[src/rtl/sprite_line_writer.sv]
// sprite_line_writer: per-scanline sprite renderer into a 4bpp line buffer.
// Scans NSPR attribute entries, fetches 16-pixel rows for hits from the
// graphics ROM and writes the opaque pixels into the bank chosen by VPOS[0].
// Optional build macro SPRITE_LIMIT_EN: cap the number of sprites drawn per
// line at MAXLINE and report the extra hits on OVF.
module sprite_line_writer #(
    parameter int unsigned NSPR    = 64,
    parameter int unsigned MAXLINE = 8
) (
    input  logic        CLK,
    input  logic        RESET,
    input  logic        LINE_START,
    input  logic [7:0]  VPOS,
    output logic [7:0]  SPA,
    input  logic [7:0]  SPD,
    output logic [12:0] ROM_AD,
    output logic        ROM_RD,
    input  logic        ROM_OK,
    input  logic [31:0] ROM_DT,
    output logic        WEN,
    output logic [9:0]  WAD,
    output logic [3:0]  WDT,
    output logic        BUSY,
    output logic        DONE,
    output logic        OVF
);

    typedef enum logic [2:0] {
        StIdle,
        StAttr,
        StCheck,
        StFetch,
        StDraw,
        StNext,
        StDone
    } state_e;

    state_e      state_q, state_d;
    logic [7:0]  vpos_q, vpos_d;
    logic [5:0]  idx_q, idx_d;
    // Attribute byte step (0..4) in ATTR, pixel index (0..15) in DRAW.
    logic [3:0]  sub_q, sub_d;
    logic [7:0]  y_q, y_d;
    logic [8:0]  x_q, x_d;
    logic [7:0]  code_q, code_d;
    logic        hflip_q, hflip_d;
    logic        vflip_q, vflip_d;
    logic [3:0]  row_q, row_d;
    logic        half_q, half_d;
    // Pixel 0 sits in [63:60], pixel 15 in [3:0].
    logic [63:0] pix_q, pix_d;

    logic [7:0]  diff;
    logic [3:0]  pix_slot;
    logic [3:0]  pixel;

`ifdef SPRITE_LIMIT_EN
    logic [6:0]  hit_q, hit_d;
    logic        ovf_q, ovf_d;
    assign OVF = ovf_q;
`else
    logic        unused_maxline;
    assign unused_maxline = (MAXLINE != 0);
    assign OVF = 1'b0;
`endif

    assign diff     = vpos_q - y_q;
    // Slot counted from the LSB end; hflip reads the row back to front.
    assign pix_slot = hflip_q ? sub_q : ~sub_q;
    assign pixel    = pix_q[{pix_slot, 2'b00} +: 4];

    // Next-state, datapath updates and all outputs decoded from the current state.
    always_comb begin
        state_d = state_q;
        vpos_d  = vpos_q;
        idx_d   = idx_q;
        sub_d   = sub_q;
        y_d     = y_q;
        x_d     = x_q;
        code_d  = code_q;
        hflip_d = hflip_q;
        vflip_d = vflip_q;
        row_d   = row_q;
        half_d  = half_q;
        pix_d   = pix_q;
`ifdef SPRITE_LIMIT_EN
        hit_d   = hit_q;
        ovf_d   = ovf_q;
`endif
        SPA     = '0;
        ROM_AD  = '0;
        ROM_RD  = 1'b0;
        WEN     = 1'b0;
        WAD     = '0;
        WDT     = '0;
        BUSY    = 1'b0;
        DONE    = 1'b0;

        case (state_q)
            StIdle: begin
            end
            StAttr: begin
                BUSY = 1'b1;
                SPA  = {idx_q, sub_q[1:0]};
                // Registered RAM: the byte addressed on step k arrives on step k+1.
                case (sub_q)
                    4'd1: y_d = SPD;
                    4'd2: x_d[7:0] = SPD;
                    4'd3: code_d = SPD;
                    4'd4: begin
                        x_d[8]  = SPD[0];
                        hflip_d = SPD[1];
                        vflip_d = SPD[2];
                    end
                    default: begin
                    end
                endcase
                if (sub_q == 4'd4) begin
                    sub_d   = '0;
                    state_d = StCheck;
                end else begin
                    sub_d = sub_q + 4'd1;
                end
            end
            StCheck: begin
                BUSY = 1'b1;
                if (diff < 8'd16) begin
                    row_d  = vflip_q ? ~diff[3:0] : diff[3:0];
                    half_d = 1'b0;
`ifdef SPRITE_LIMIT_EN
                    if (hit_q >= 7'(MAXLINE)) begin
                        ovf_d   = 1'b1;
                        state_d = StNext;
                    end else begin
                        hit_d   = hit_q + 7'd1;
                        state_d = StFetch;
                    end
`else
                    state_d = StFetch;
`endif
                end else begin
                    state_d = StNext;
                end
            end
            StFetch: begin
                BUSY   = 1'b1;
                ROM_RD = 1'b1;
                ROM_AD = {code_q, row_q, half_q};
                if (ROM_OK) begin
                    if (!half_q) begin
                        pix_d[63:32] = ROM_DT;
                        half_d       = 1'b1;
                    end else begin
                        pix_d[31:0] = ROM_DT;
                        sub_d       = '0;
                        state_d     = StDraw;
                    end
                end
            end
            StDraw: begin
                BUSY = 1'b1;
                WEN  = (pixel != 4'd0);
                WAD  = {vpos_q[0], x_q + 9'(sub_q)};
                WDT  = pixel;
                if (sub_q == 4'd15) begin
                    state_d = StNext;
                end else begin
                    sub_d = sub_q + 4'd1;
                end
            end
            StNext: begin
                BUSY = 1'b1;
                if (idx_q == 6'(NSPR - 1)) begin
                    state_d = StDone;
                end else begin
                    idx_d   = idx_q + 6'd1;
                    sub_d   = '0;
                    state_d = StAttr;
                end
            end
            StDone: begin
                DONE    = 1'b1;
                state_d = StIdle;
            end
            default: state_d = StIdle;
        endcase

        // A new line always wins, abandoning whatever sprite was in flight.
        if (LINE_START) begin
            state_d = StAttr;
            vpos_d  = VPOS;
            idx_d   = '0;
            sub_d   = '0;
`ifdef SPRITE_LIMIT_EN
            hit_d   = '0;
            ovf_d   = 1'b0;
`endif
        end
    end

    // State and datapath registers.
    always_ff @(posedge CLK or posedge RESET) begin
        if (RESET) begin
            state_q <= StIdle;
            vpos_q  <= '0;
            idx_q   <= '0;
            sub_q   <= '0;
            y_q     <= '0;
            x_q     <= '0;
            code_q  <= '0;
            hflip_q <= 1'b0;
            vflip_q <= 1'b0;
            row_q   <= '0;
            half_q  <= 1'b0;
            pix_q   <= '0;
`ifdef SPRITE_LIMIT_EN
            hit_q   <= '0;
            ovf_q   <= 1'b0;
`endif
        end else begin
            state_q <= state_d;
            vpos_q  <= vpos_d;
            idx_q   <= idx_d;
            sub_q   <= sub_d;
            y_q     <= y_d;
            x_q     <= x_d;
            code_q  <= code_d;
            hflip_q <= hflip_d;
            vflip_q <= vflip_d;
            row_q   <= row_d;
            half_q  <= half_d;
            pix_q   <= pix_d;
`ifdef SPRITE_LIMIT_EN
            hit_q   <= hit_d;
            ovf_q   <= ovf_d;
`endif
        end
    end

endmodule

[config.mk]
export PLATFORM = sky130hd
export DESIGN_NAME = sprite_line_writer
export DESIGN_NICKNAME = d
export VERILOG_FILES = /design/src/rtl/sprite_line_writer.sv
export SDC_FILE = /design/constraint.sdc
export NUM_CORES = 1
export LEC_CHECK = 0
export BUFFER_PORTS_ARGS = -buffer_cell sky130_fd_sc_hd__buf_2
export CAP_MARGIN = 20
export CORE_MARGIN = 4
export CORE_UTILIZATION = 30
export CTS_BUF_LIST = sky130_fd_sc_hd__clkbuf_16
export CTS_CLUSTER_DIAMETER = 80
export DETAILED_ROUTE_END_ITERATION = 10
export GPL_TIMING_DRIVEN = 1
export SYNTH_ARGS = -nofsm -noshare
export SYNTH_HDL_FRONTEND = slang
export SYNTH_SLANG_ARGS = --single-unit
[constraint.sdc]
create_clock -name CLK -period 4.49 [get_ports CLK]
set_input_delay 0.2245 -clock CLK [delete_from_list [all_inputs] [get_ports CLK]]
set_output_delay 0.2245 -clock CLK [all_outputs]
set_load 0.005 [all_outputs]
==> report_table.html, run 1 <==
<table>
<tr><th>Metric</th><th>Value</th></tr>
<tr><th colspan="2">Floorplanning</th></tr>
<tr><td>Number of top-level pins</td><td>92</td></tr>
<tr><td>Effective utilization at floorplan</td><td>30.8%</td></tr>
<tr><td>Vertical extent of the die</td><td>159 µm</td></tr>
<tr><td>Area of the die</td><td>25200 µm²</td></tr>
<tr><td>Placeable core region</td><td>22100 µm²</td></tr>
<tr><td>Number of cell rows</td><td>54</td></tr>
<tr><td>Die extent in x</td><td>159 µm</td></tr>
<tr><th colspan="2">Global routing</th></tr>
<tr><td>Maximum number of pins on one net before global-route repair</td><td>47</td></tr>
<tr><td>Overall fraction of global-route tracks in use</td><td>14.0%</td></tr>
<tr><td>Via count of the first global-routing pass</td><td>4970</td></tr>
<tr><td>Antenna violations before repair</td><td>5</td></tr>
<tr><td>Global-route wire length before repair</td><td>27200 µm</td></tr>
<tr><td>Total congestion overflow after global routing</td><td>0</td></tr>
<tr><th colspan="2">Power and ir drop</th></tr>
<tr><td>Maximum vdd ir drop</td><td>0.271 mV</td></tr>
<tr><td>Leakage power</td><td>3.71 nW</td></tr>
<tr><td>P per Cell Area</td><td>598 nW/µm²</td></tr>
<tr><th colspan="2">Clock tree</th></tr>
<tr><td>Number of H-tree levels</td><td>4</td></tr>
<tr><td>Total clock buffers created by CTS</td><td>17</td></tr>
<tr><td>Number of gates given a new drive strength after cts</td><td>0</td></tr>
<tr><td>Insertion delay of the later-clocked pin in the worst-skew pair</td><td>420 ps</td></tr>
<tr><td>Number of buffers between clock root and the deepest sink</td><td>2</td></tr>
<tr><td>Clk sinks</td><td>117</td></tr>
<tr><td>CTS tree</td><td>done</td></tr>
<tr><td>Root buffer cell</td><td>sky130_fd_sc_hd__clkbuf_16</td></tr>
<tr><td>Clk slew on worst S/H paths</td><td>60 ps</td></tr>
<tr><th colspan="2">Placement</th></tr>
<tr><td>Post-place setup slack</td><td>1420 ps</td></tr>
<tr><td>Final GP Congestion</td><td>0.854</td></tr>
<tr><td>Port Buf Inserts</td><td>90</td></tr>
<tr><td>Sum of net half-perimeters after detailed placement</td><td>12400 µm</td></tr>
<tr><th colspan="2">Layout</th></tr>
<tr><td>Antenna fix cells</td><td>0</td></tr>
<tr><td>Most frequent cells in the layout</td><td>116 x sky130_fd_sc_hd__dfrtp_1, 114 x sky130_fd_sc_hd__mux2_2, 90 x sky130_fd_sc_hd__buf_2</td></tr>
<tr><td>Share of the core filled with cells in the final layout</td><td>36.5%</td></tr>
<tr><td>Area growth syn-to-layout</td><td>18.5%</td></tr>
<tr><td>Nets@finish</td><td>763</td></tr>
<tr><td>Count of fill cells added during filler insertion</td><td>2189</td></tr>
<tr><td>Layout cell share with drive strength beyond 1</td><td>36.0%</td></tr>
<tr><td>Most common library cell in the layout ignoring fill and taps</td><td>sky130_fd_sc_hd__dfrtp_1</td></tr>
<tr><th colspan="2">Detailed routing</th></tr>
<tr><td>Number of nets with antenna violations after routing</td><td>0</td></tr>
<tr><td>Via count of the routed design</td><td>5022</td></tr>
<tr><td>Pre-Repair DR Iteration Count</td><td>4</td></tr>
<tr><td>Routed len/inst</td><td>17.4 µm</td></tr>
<tr><td>Detailed Route Iter0 Violations</td><td>313</td></tr>
<tr><td>Via count normalized by instance count</td><td>5.10</td></tr>
<tr><td>Post-detailed-routing wire length</td><td>17100 µm</td></tr>
<tr><td>Remaining routing DRC violations</td><td>0</td></tr>
<tr><th colspan="2">Yosys</th></tr>
<tr><td>Share of synthesized area occupied by flip-flops and latches</td><td>43.0%</td></tr>
<tr><td>Post-synthesis sequential element count</td><td>117</td></tr>
<tr><td>Post-synth EDFFs</td><td>0</td></tr>
<tr><td>Average instance area after synthesis</td><td>11.2 µm²</td></tr>
<tr><td>Yosys warning count</td><td>0</td></tr>
<tr><td>Number of unique standard cell types used by synthesis</td><td>66</td></tr>
<tr><td>Net count of the mapped netlist</td><td>681</td></tr>
<tr><td>Post-synthesis cell area</td><td>6810 µm²</td></tr>
<tr><td>Leading register cell type out of synthesis</td><td>sky130_fd_sc_hd__dfrtp_1</td></tr>
<tr><td>Number of instances in the synthesized netlist</td><td>610</td></tr>
<tr><td>Async set or reset register ratio after synthesis</td><td>100%</td></tr>
<tr><th colspan="2">Worst setup path</th></tr>
<tr><td>CP Class</td><td>register to output pin</td></tr>
<tr><td>Crit path DAT</td><td>3320 ps</td></tr>
<tr><td>Kind of end point of the critical path</td><td>output pin</td></tr>
<tr><td>Endpoint required time on the critical path</td><td>4270 ps</td></tr>
<tr><td>Setup crit start kind</td><td>register</td></tr>
<tr><td>Worst Path Max Fanout</td><td>46</td></tr>
<tr><th colspan="2">Hold path</th></tr>
<tr><td>HP Class</td><td>primary input to register</td></tr>
<tr><th colspan="2">Status</th></tr>
<tr><td>Status</td><td>complete, no violations</td></tr>
<tr><th colspan="2">STA</th></tr>
<tr><td>Slew margin rel.</td><td>34.9%</td></tr>
<tr><td>Final worst-path setup slack</td><td>942 ps</td></tr>
<tr><td>Final worst-path cycle share</td><td>79.0%</td></tr>
<tr><td>Unrepaired setup endpoints after global routing</td><td>false</td></tr>
<tr><td>Transition time at the pin with the least slew margin</td><td>976 ps</td></tr>
<tr><td>Highest clock frequency the design can meet</td><td>0.282 GHz</td></tr>
<tr><td>Time the final worst path needs with I/O delays and setup</td><td>3550 ps</td></tr>
<tr><td>Number of max-slew violations in the final report</td><td>0</td></tr>
<tr><td>Final number of setup-violating endpoints</td><td>0</td></tr>
<tr><td>Total count of hold-check failures in the final report</td><td>0</td></tr>
<tr><td>Setup TNS after final layout</td><td>0 ps</td></tr>
<tr><td>Worst clock skew</td><td>7.78 ps</td></tr>
<tr><th colspan="2">Job</th></tr>
<tr><td># Max-Cap Violations</td><td>0</td></tr>
</table>
## per-stage QoR
stage | hold WS (ps) | instance area (µm²) | power [mW] | cells
2_1_floorplan | 341 | 6810 | 3.06 | 610
3_3_place_gp | 314 | 7450 | 3.40 | 952
3_5_place_dp | 312 | 7450 | 3.44 | 952
4_1_cts | 15.0 | 8070 | 4.86 | 985
5_1_grt | 19.5 | 8070 | 5.15 | 985
6_report | 30.2 | 8070 | 4.83 | 985
## path summary, 6_finish.rpt
kind / to / slack [ps] / cells after the start / startpoint
worst min-delay path: vpos_q[0] / 30 / 3 / VPOS[0]
worst max register to register: vflip_q / 1560 / 6 / sub_q[0]
worst max-delay path: WEN / 940 / 8 / sub_q[1]
max in group asynchronous: sub_q[1] / 3160 / 4 / RESET
min in group asynchronous: pix_q[23] / 380 / 3 / RESET
worst min register to register: y_q[4] / 490 / 1 / y_q[4]
## final cells by class
class	instances	area (µm²)	share of cell area (%)
clock inverters	15	183	2.26
flip-flops and latches	117	2930	36.3
clock buffers	17	425	5.27
repair buffers	98	513	6.36
well taps	280	350	4.34
inverters	21	81.3	1.01
multi-input cells	437	3590	44.5
## layer usage
metal,GRT usage (%),routed length (µm)
met4,5.12,393
met3,4.68,954
met2,20.8,7600
met5,0,56
met1,18.9,8130
## cells by family after synthesis
kind of cell | share of synthesized area [%]
flip-flops | 43.0
buffers and inverters | 4.34
AND/OR/NAND/NOR | 11.8
adder cells (fa/ha/maj) | 3.71
XOR/XNOR | 2.57
AO/OA/AOI/OAI | 11.1
other | 0.0551
multiplexers | 23.4
## registers in the layout, indices dropped and copies added (netlist names)
signal,flops
x_q,9
row_q,4
code_q,8
y_q,8
idx_q,6
pix_q,64
state_q,3
sub_q,4
vflip_q,1
vpos_q,8
half_q,1
hflip_q,1
## where the power goes
| group | internal (mW) | leakage [nW] | switching [mW] |
|---|---|---|---|
| sequential | 1.41 | 1.49 | 0.372 |
| clock | 0.874 | 0.291 | 0.521 |
| combinational | 0.879 | 1.92 | 0.777 |
## cells in the mapped netlist, drive strengths merged, types with 4 or more instances
library cell,number,area share (%)
dfrtp,117,43
nor2b,10,0.92
o21ai,20,1.5
nand4,4,0.37
nand2,33,1.8
a21oi,17,1.2
nor4,5,0.68
mux4,4,1.4
xor2,12,1.5
a21o,5,0.55
buf,20,2.4
a221o,8,1.2
a22o,5,0.64
clkbuf,15,0.83
nand2b,5,0.46
a221oi,9,1.2
o22ai,6,0.55
and2,24,2.2
nand3,10,0.74
mux2i,20,2.9
nor2,33,1.8
and3,6,0.55
ha,17,3.1
xnor2,8,1.0
nand3b,4,0.44
a22oi,11,1.2
nor3,5,0.44
mux2,115,19
a31oi,4,0.37
inv,21,1.2
## critical path, stage by stage, from the launching register on
cell	delay (ps)
sky130_fd_sc_hd__dfrtp_2	1000
sky130_fd_sc_hd__and2_0	450
sky130_fd_sc_hd__buf_4	240
sky130_fd_sc_hd__a221o_1	150
sky130_fd_sc_hd__a22oi_1	90
sky130_fd_sc_hd__o32ai_1	300
sky130_fd_sc_hd__and4b_1	240
sky130_fd_sc_hd__a31oi_1	250
sky130_fd_sc_hd__buf_2	170
## repair_timing
item                      CTS  global route
hold buffers                1             0
hold endpoints to repair   39             0
setup buffers               0             0
No activity file was read; power rests on OpenSTA's default activity.
==> inputs of run 2 (changes only) <==
==> constraint.sdc (replaced) <==
create_clock -name CLK -period 3.6 [get_ports CLK]
set_input_delay 0.18 -clock CLK [delete_from_list [all_inputs] [get_ports CLK]]
set_output_delay 0.18 -clock CLK [all_outputs]
set_load 0.005 [all_outputs]
==> run 2 against run 1 <==
  * Worst setup slack worse by 570 ps
  * Die area is the same
  * Non-clock buffer count is 26 higher
  * Via count rose by 0.64%
  * Largest cell class unchanged
  * The flow now finishes with violations (hold timing)
==> report_table.html, run 2 (synthesis gave the netlist of run 1 again) <==
<table>
<tr><th>Metric</th><th>Value</th></tr>
<tr><th colspan="2">STA</th></tr>
<tr><td>Time the final worst path needs with I/O delays and setup</td><td>3230 ps</td></tr>
<tr><td>Setup TNS after final layout</td><td>0 ps (unchanged)</td></tr>
<tr><td>Slew margin rel.</td><td>39.3% (was 34.9%)</td></tr>
<tr><td>Total count of hold-check failures in the final report</td><td>39 (was 0)</td></tr>
<tr><td>Worst hold slack after final layout</td><td>-22.8 ps (was 30.2 ps)</td></tr>
<tr><td>Transition time at the pin with the least slew margin</td><td>910 ps (was 976 ps)</td></tr>
<tr><td>Worst clock skew</td><td>5.37 ps (was 7.78 ps)</td></tr>
<tr><td>Unrepaired setup endpoints after global routing</td><td>false (unchanged)</td></tr>
<tr><td>Final number of setup-violating endpoints</td><td>0 (unchanged)</td></tr>
<tr><td>Final worst-path setup slack</td><td>374 ps (was 942 ps)</td></tr>
<tr><td>Highest clock frequency the design can meet</td><td>0.310 GHz</td></tr>
<tr><td>Number of max-slew violations in the final report</td><td>0 (unchanged)</td></tr>
<tr><td>Final worst-path cycle share</td><td>89.6%</td></tr>
<tr><th colspan="2">Clock tree</th></tr>
<tr><td>Number of gates given a new drive strength after cts</td><td>0 (unchanged)</td></tr>
<tr><td>Total clock buffers created by CTS</td><td>17 (unchanged)</td></tr>
<tr><td>Number of H-tree levels</td><td>4 (unchanged)</td></tr>
<tr><td>Insertion delay of the later-clocked pin in the worst-skew pair</td><td>410 ps (was 420 ps)</td></tr>
<tr><td>CTS tree</td><td>done (unchanged)</td></tr>
<tr><td>Number of buffers between clock root and the deepest sink</td><td>2 (unchanged)</td></tr>
<tr><td>Clk slew on worst S/H paths</td><td>60 ps (about the same)</td></tr>
<tr><td>Clk sinks</td><td>117 (unchanged)</td></tr>
<tr><td>Root buffer cell</td><td>sky130_fd_sc_hd__clkbuf_16 (unchanged)</td></tr>
<tr><th colspan="2">Detailed routing</th></tr>
<tr><td>Via count of the routed design</td><td>5054 (was 5022)</td></tr>
<tr><td>Wire length on met1</td><td>8340 µm (was 8130 µm)</td></tr>
<tr><td>Pre-Repair DR Iteration Count</td><td>4 (unchanged)</td></tr>
<tr><td>Via count normalized by instance count</td><td>5.00 (was 5.10)</td></tr>
<tr><td>Number of nets with antenna violations after routing</td><td>0 (unchanged)</td></tr>
<tr><td>Routed len/inst</td><td>17.0 µm (was 17.4 µm)</td></tr>
<tr><td>Length of routed met2 wiring</td><td>7560 µm (was 7600 µm)</td></tr>
<tr><td>Remaining routing DRC violations</td><td>0 (unchanged)</td></tr>
<tr><td>Detailed Route Iter0 Violations</td><td>340 (was 313)</td></tr>
<tr><td>Post-detailed-routing wire length</td><td>17200 µm (was 17100 µm)</td></tr>
<tr><td>Top routing layer in use</td><td>met4 (was met5)</td></tr>
<tr><td>Met3 WL</td><td>883 µm (was 954 µm)</td></tr>
<tr><th colspan="2">Floorplanning</th></tr>
<tr><td>Area of the die</td><td>25200 µm² (unchanged)</td></tr>
<tr><td>Vertical extent of the die</td><td>159 µm (unchanged)</td></tr>
<tr><td>Placeable core region</td><td>22100 µm² (unchanged)</td></tr>
<tr><td>Number of top-level pins</td><td>92 (unchanged)</td></tr>
<tr><td>Effective utilization at floorplan</td><td>30.8% (unchanged)</td></tr>
<tr><td>Die extent in x</td><td>159 µm (unchanged)</td></tr>
<tr><td>Number of cell rows</td><td>54 (unchanged)</td></tr>
<tr><th colspan="2">Placement</th></tr>
<tr><td>Post-place setup slack</td><td>787 ps (was 1420 ps)</td></tr>
<tr><td>Final GP Congestion</td><td>0.813 (was 0.854)</td></tr>
<tr><td>Port Buf Inserts</td><td>90 (unchanged)</td></tr>
<tr><td>Sum of net half-perimeters after detailed placement</td><td>12500 µm (was 12400 µm)</td></tr>
<tr><th colspan="2">Power and ir drop</th></tr>
<tr><td>Portion of total power attributed to the clock network</td><td>25.6% (was 28.9%)</td></tr>
<tr><td>Leakage power</td><td>3.77 nW (was 3.71 nW)</td></tr>
<tr><td>P per Cell Area</td><td>703 nW/µm² (was 598 nW/µm²)</td></tr>
<tr><td>Maximum vdd ir drop</td><td>0.334 mV (was 0.271 mV)</td></tr>
<tr><td>Internal Power</td><td>3.74 mW (was 3.16 mW)</td></tr>
<tr><td>Share of power burned in combinational logic</td><td>36.9% (was 34.3%)</td></tr>
<tr><td>Register share of total power</td><td>37.5% (was 36.8%)</td></tr>
<tr><td>Switching power share of the total</td><td>35.5% (was 34.6%)</td></tr>
<tr><td>Switch Pwr</td><td>2.06 mW (was 1.67 mW)</td></tr>
<tr><th colspan="2">Layout</th></tr>
<tr><td>Area of the multi-input gates</td><td>3590 µm² (unchanged)</td></tr>
<tr><td>Register bank with the most flops</td><td>pix_q (unchanged)</td></tr>
<tr><td>Flip-flop count of the largest register after layout</td><td>64 (unchanged)</td></tr>
<tr><td>Antenna fix cells</td><td>0 (unchanged)</td></tr>
<tr><td>Layout cell share with drive strength beyond 1</td><td>34.7% (was 36.0%)</td></tr>
<tr><td>Nets@finish</td><td>789 (was 763)</td></tr>
<tr><td>Biggest regs</td><td>pix_q: 64 flops, x_q: 9 flops (unchanged)</td></tr>
<tr><td>Register cell area after layout</td><td>2930 µm² (unchanged)</td></tr>
<tr><td>Most frequent cells in the layout</td><td>116 x sky130_fd_sc_hd__dfrtp_1, 114 x sky130_fd_sc_hd__mux2_2, 90 x sky130_fd_sc_hd__buf_2 (unchanged)</td></tr>
<tr><td>Most common library cell in the layout ignoring fill and taps</td><td>sky130_fd_sc_hd__dfrtp_1 (unchanged)</td></tr>
<tr><td>Share of the core filled with cells in the final layout</td><td>37.3% (was 36.5%)</td></tr>
<tr><td>Area growth syn-to-layout</td><td>20.9% (was 18.5%)</td></tr>
<tr><td>Count of fill cells added during filler insertion</td><td>2154 (was 2189)</td></tr>
<tr><th colspan="2">Worst setup path</th></tr>
<tr><td>Kind of end point of the critical path</td><td>output pin (unchanged)</td></tr>
<tr><td>R2R depth</td><td>10 (was 6)</td></tr>
<tr><td>Startpoint of the worst-slack reg-to-reg timing path</td><td>vpos_q[0] (was sub_q[0])</td></tr>
<tr><td>Setup crit start kind</td><td>register (unchanged)</td></tr>
<tr><td>CP Class</td><td>register to output pin (unchanged)</td></tr>
<tr><td>Worst Path Max Fanout</td><td>24 (was 46)</td></tr>
<tr><td>Endpoint required time on the critical path</td><td>3420 ps (was 4270 ps)</td></tr>
<tr><td>Flop-to-flop setup slack</td><td>770 ps (was 1560 ps)</td></tr>
<tr><td>Crit path DAT</td><td>3050 ps (was 3320 ps)</td></tr>
<tr><td>End of the worst register-to-register path</td><td>row_q[2] (was vflip_q)</td></tr>
<tr><th colspan="2">Global routing</th></tr>
<tr><td>Maximum number of pins on one net before global-route repair</td><td>72 (was 47)</td></tr>
<tr><td>Total congestion overflow after global routing</td><td>0 (unchanged)</td></tr>
<tr><td>Antenna violations before repair</td><td>0 (was 5)</td></tr>
<tr><td>Overall fraction of global-route tracks in use</td><td>14.4% (was 14.0%)</td></tr>
<tr><td>Via count of the first global-routing pass</td><td>5198 (was 4970)</td></tr>
<tr><td>Global-route wire length before repair</td><td>28400 µm (was 27200 µm)</td></tr>
<tr><th colspan="2">Status</th></tr>
<tr><td>Failing checks</td><td>hold timing</td></tr>
<tr><td>Status</td><td>finished, violations left (was complete, no violations)</td></tr>
<tr><th colspan="2">Hold path</th></tr>
<tr><td>HP Class</td><td>primary input to async pin (was primary input to register)</td></tr>
<tr><th colspan="2">Job</th></tr>
<tr><td># Max-Cap Violations</td><td>0 (unchanged)</td></tr>
</table>
-- run 2: cell types whose count changed in the layout (fill, tap and decap cells not counted) --
cell | previous run | this run
sky130_fd_sc_hd__bufinv_16 | 3 | 0
sky130_fd_sc_hd__buf_4 | 7 | 9
sky130_fd_sc_hd__dlygate4sd3_1 | 1 | 25
sky130_fd_sc_hd__clkinv_1 | 0 | 3
sky130_fd_sc_hd__clkinv_4 | 6 | 1
sky130_fd_sc_hd__clkinv_2 | 1 | 5
sky130_fd_sc_hd__clkinvlp_4 | 3 | 5
sky130_fd_sc_hd__inv_1 | 20 | 19
-- run 2: metal layers --
| layer | up-vias | GRT usage, % |
|---|---|---|
| li1 | 2435 | - |
| met1 | 2490 | 20.2 |
| met2 | 102 | 21.0 |
| met3 | 27 | 3.42 |
| met4 | 0 | 6.58 |
| met5 | - | 0 |
-- run 2: cell type report --
cell class / instances / area share [%]
multi-input cells: 437 / 43.6
well taps: 280 / 4.25
flip-flops and latches: 117 / 35.6
clock inverters: 15 / 1.11
clock buffers: 17 / 5.17
repair buffers: 124 / 9.33
inverters: 21 / 0.988
-- run 2: power groups by stage --
stage	Clock, mW	Sequential, mW	Combinational [mW]
2_1_floorplan	0	1.99	1.82
3_3_place_gp	0	2.18	2.08
3_5_place_dp	0	2.19	2.10
4_1_cts	1.53	2.17	2.14
5_1_grt	1.59	2.25	2.38
6_report	1.48	2.17	2.14
-- run 2: worst max path at each step --
stage                         start   endpoint  slack [ps]  depth (start not counted)
after floorplan               RESET  code_q[0]         320                          1
after global placement    vpos_q[0]   row_q[1]         830                         10
after detailed placement  vpos_q[0]   row_q[3]         790                         10
after CTS                  sub_q[1]        WEN         360                          8
after global routing       sub_q[1]        WEN         200                          8
final                      sub_q[1]        WEN         370                          8
-- run 2: stage by stage --
step	cells	area [µm²]	power, mW
2_1_floorplan	610	6810	3.82
3_3_place_gp	954	7470	4.26
3_5_place_dp	954	7470	4.29
4_1_cts	1011	8230	5.84
5_1_grt	1011	8230	6.22
6_report	1011	8230	5.79
-- run 2: repair_timing --
action / 4_1_cts / 5_1_grt
hold endpoints to repair: 38 / 0
buffers inserted: 0 / 0
hold buffers: 25 / 0
-- run 2: worst max-delay path, stage by stage, from the launching register on --
cell and delay, ps:
sky130_fd_sc_hd__dfrtp_2 700, sky130_fd_sc_hd__buf_4 390, sky130_fd_sc_hd__mux2_2 380, sky130_fd_sc_hd__a221o_1 290, sky130_fd_sc_hd__a22oi_1 190, sky130_fd_sc_hd__o32ai_1 140
sky130_fd_sc_hd__and4b_1 260, sky130_fd_sc_hd__a31oi_1 110, sky130_fd_sc_hd__buf_2 160
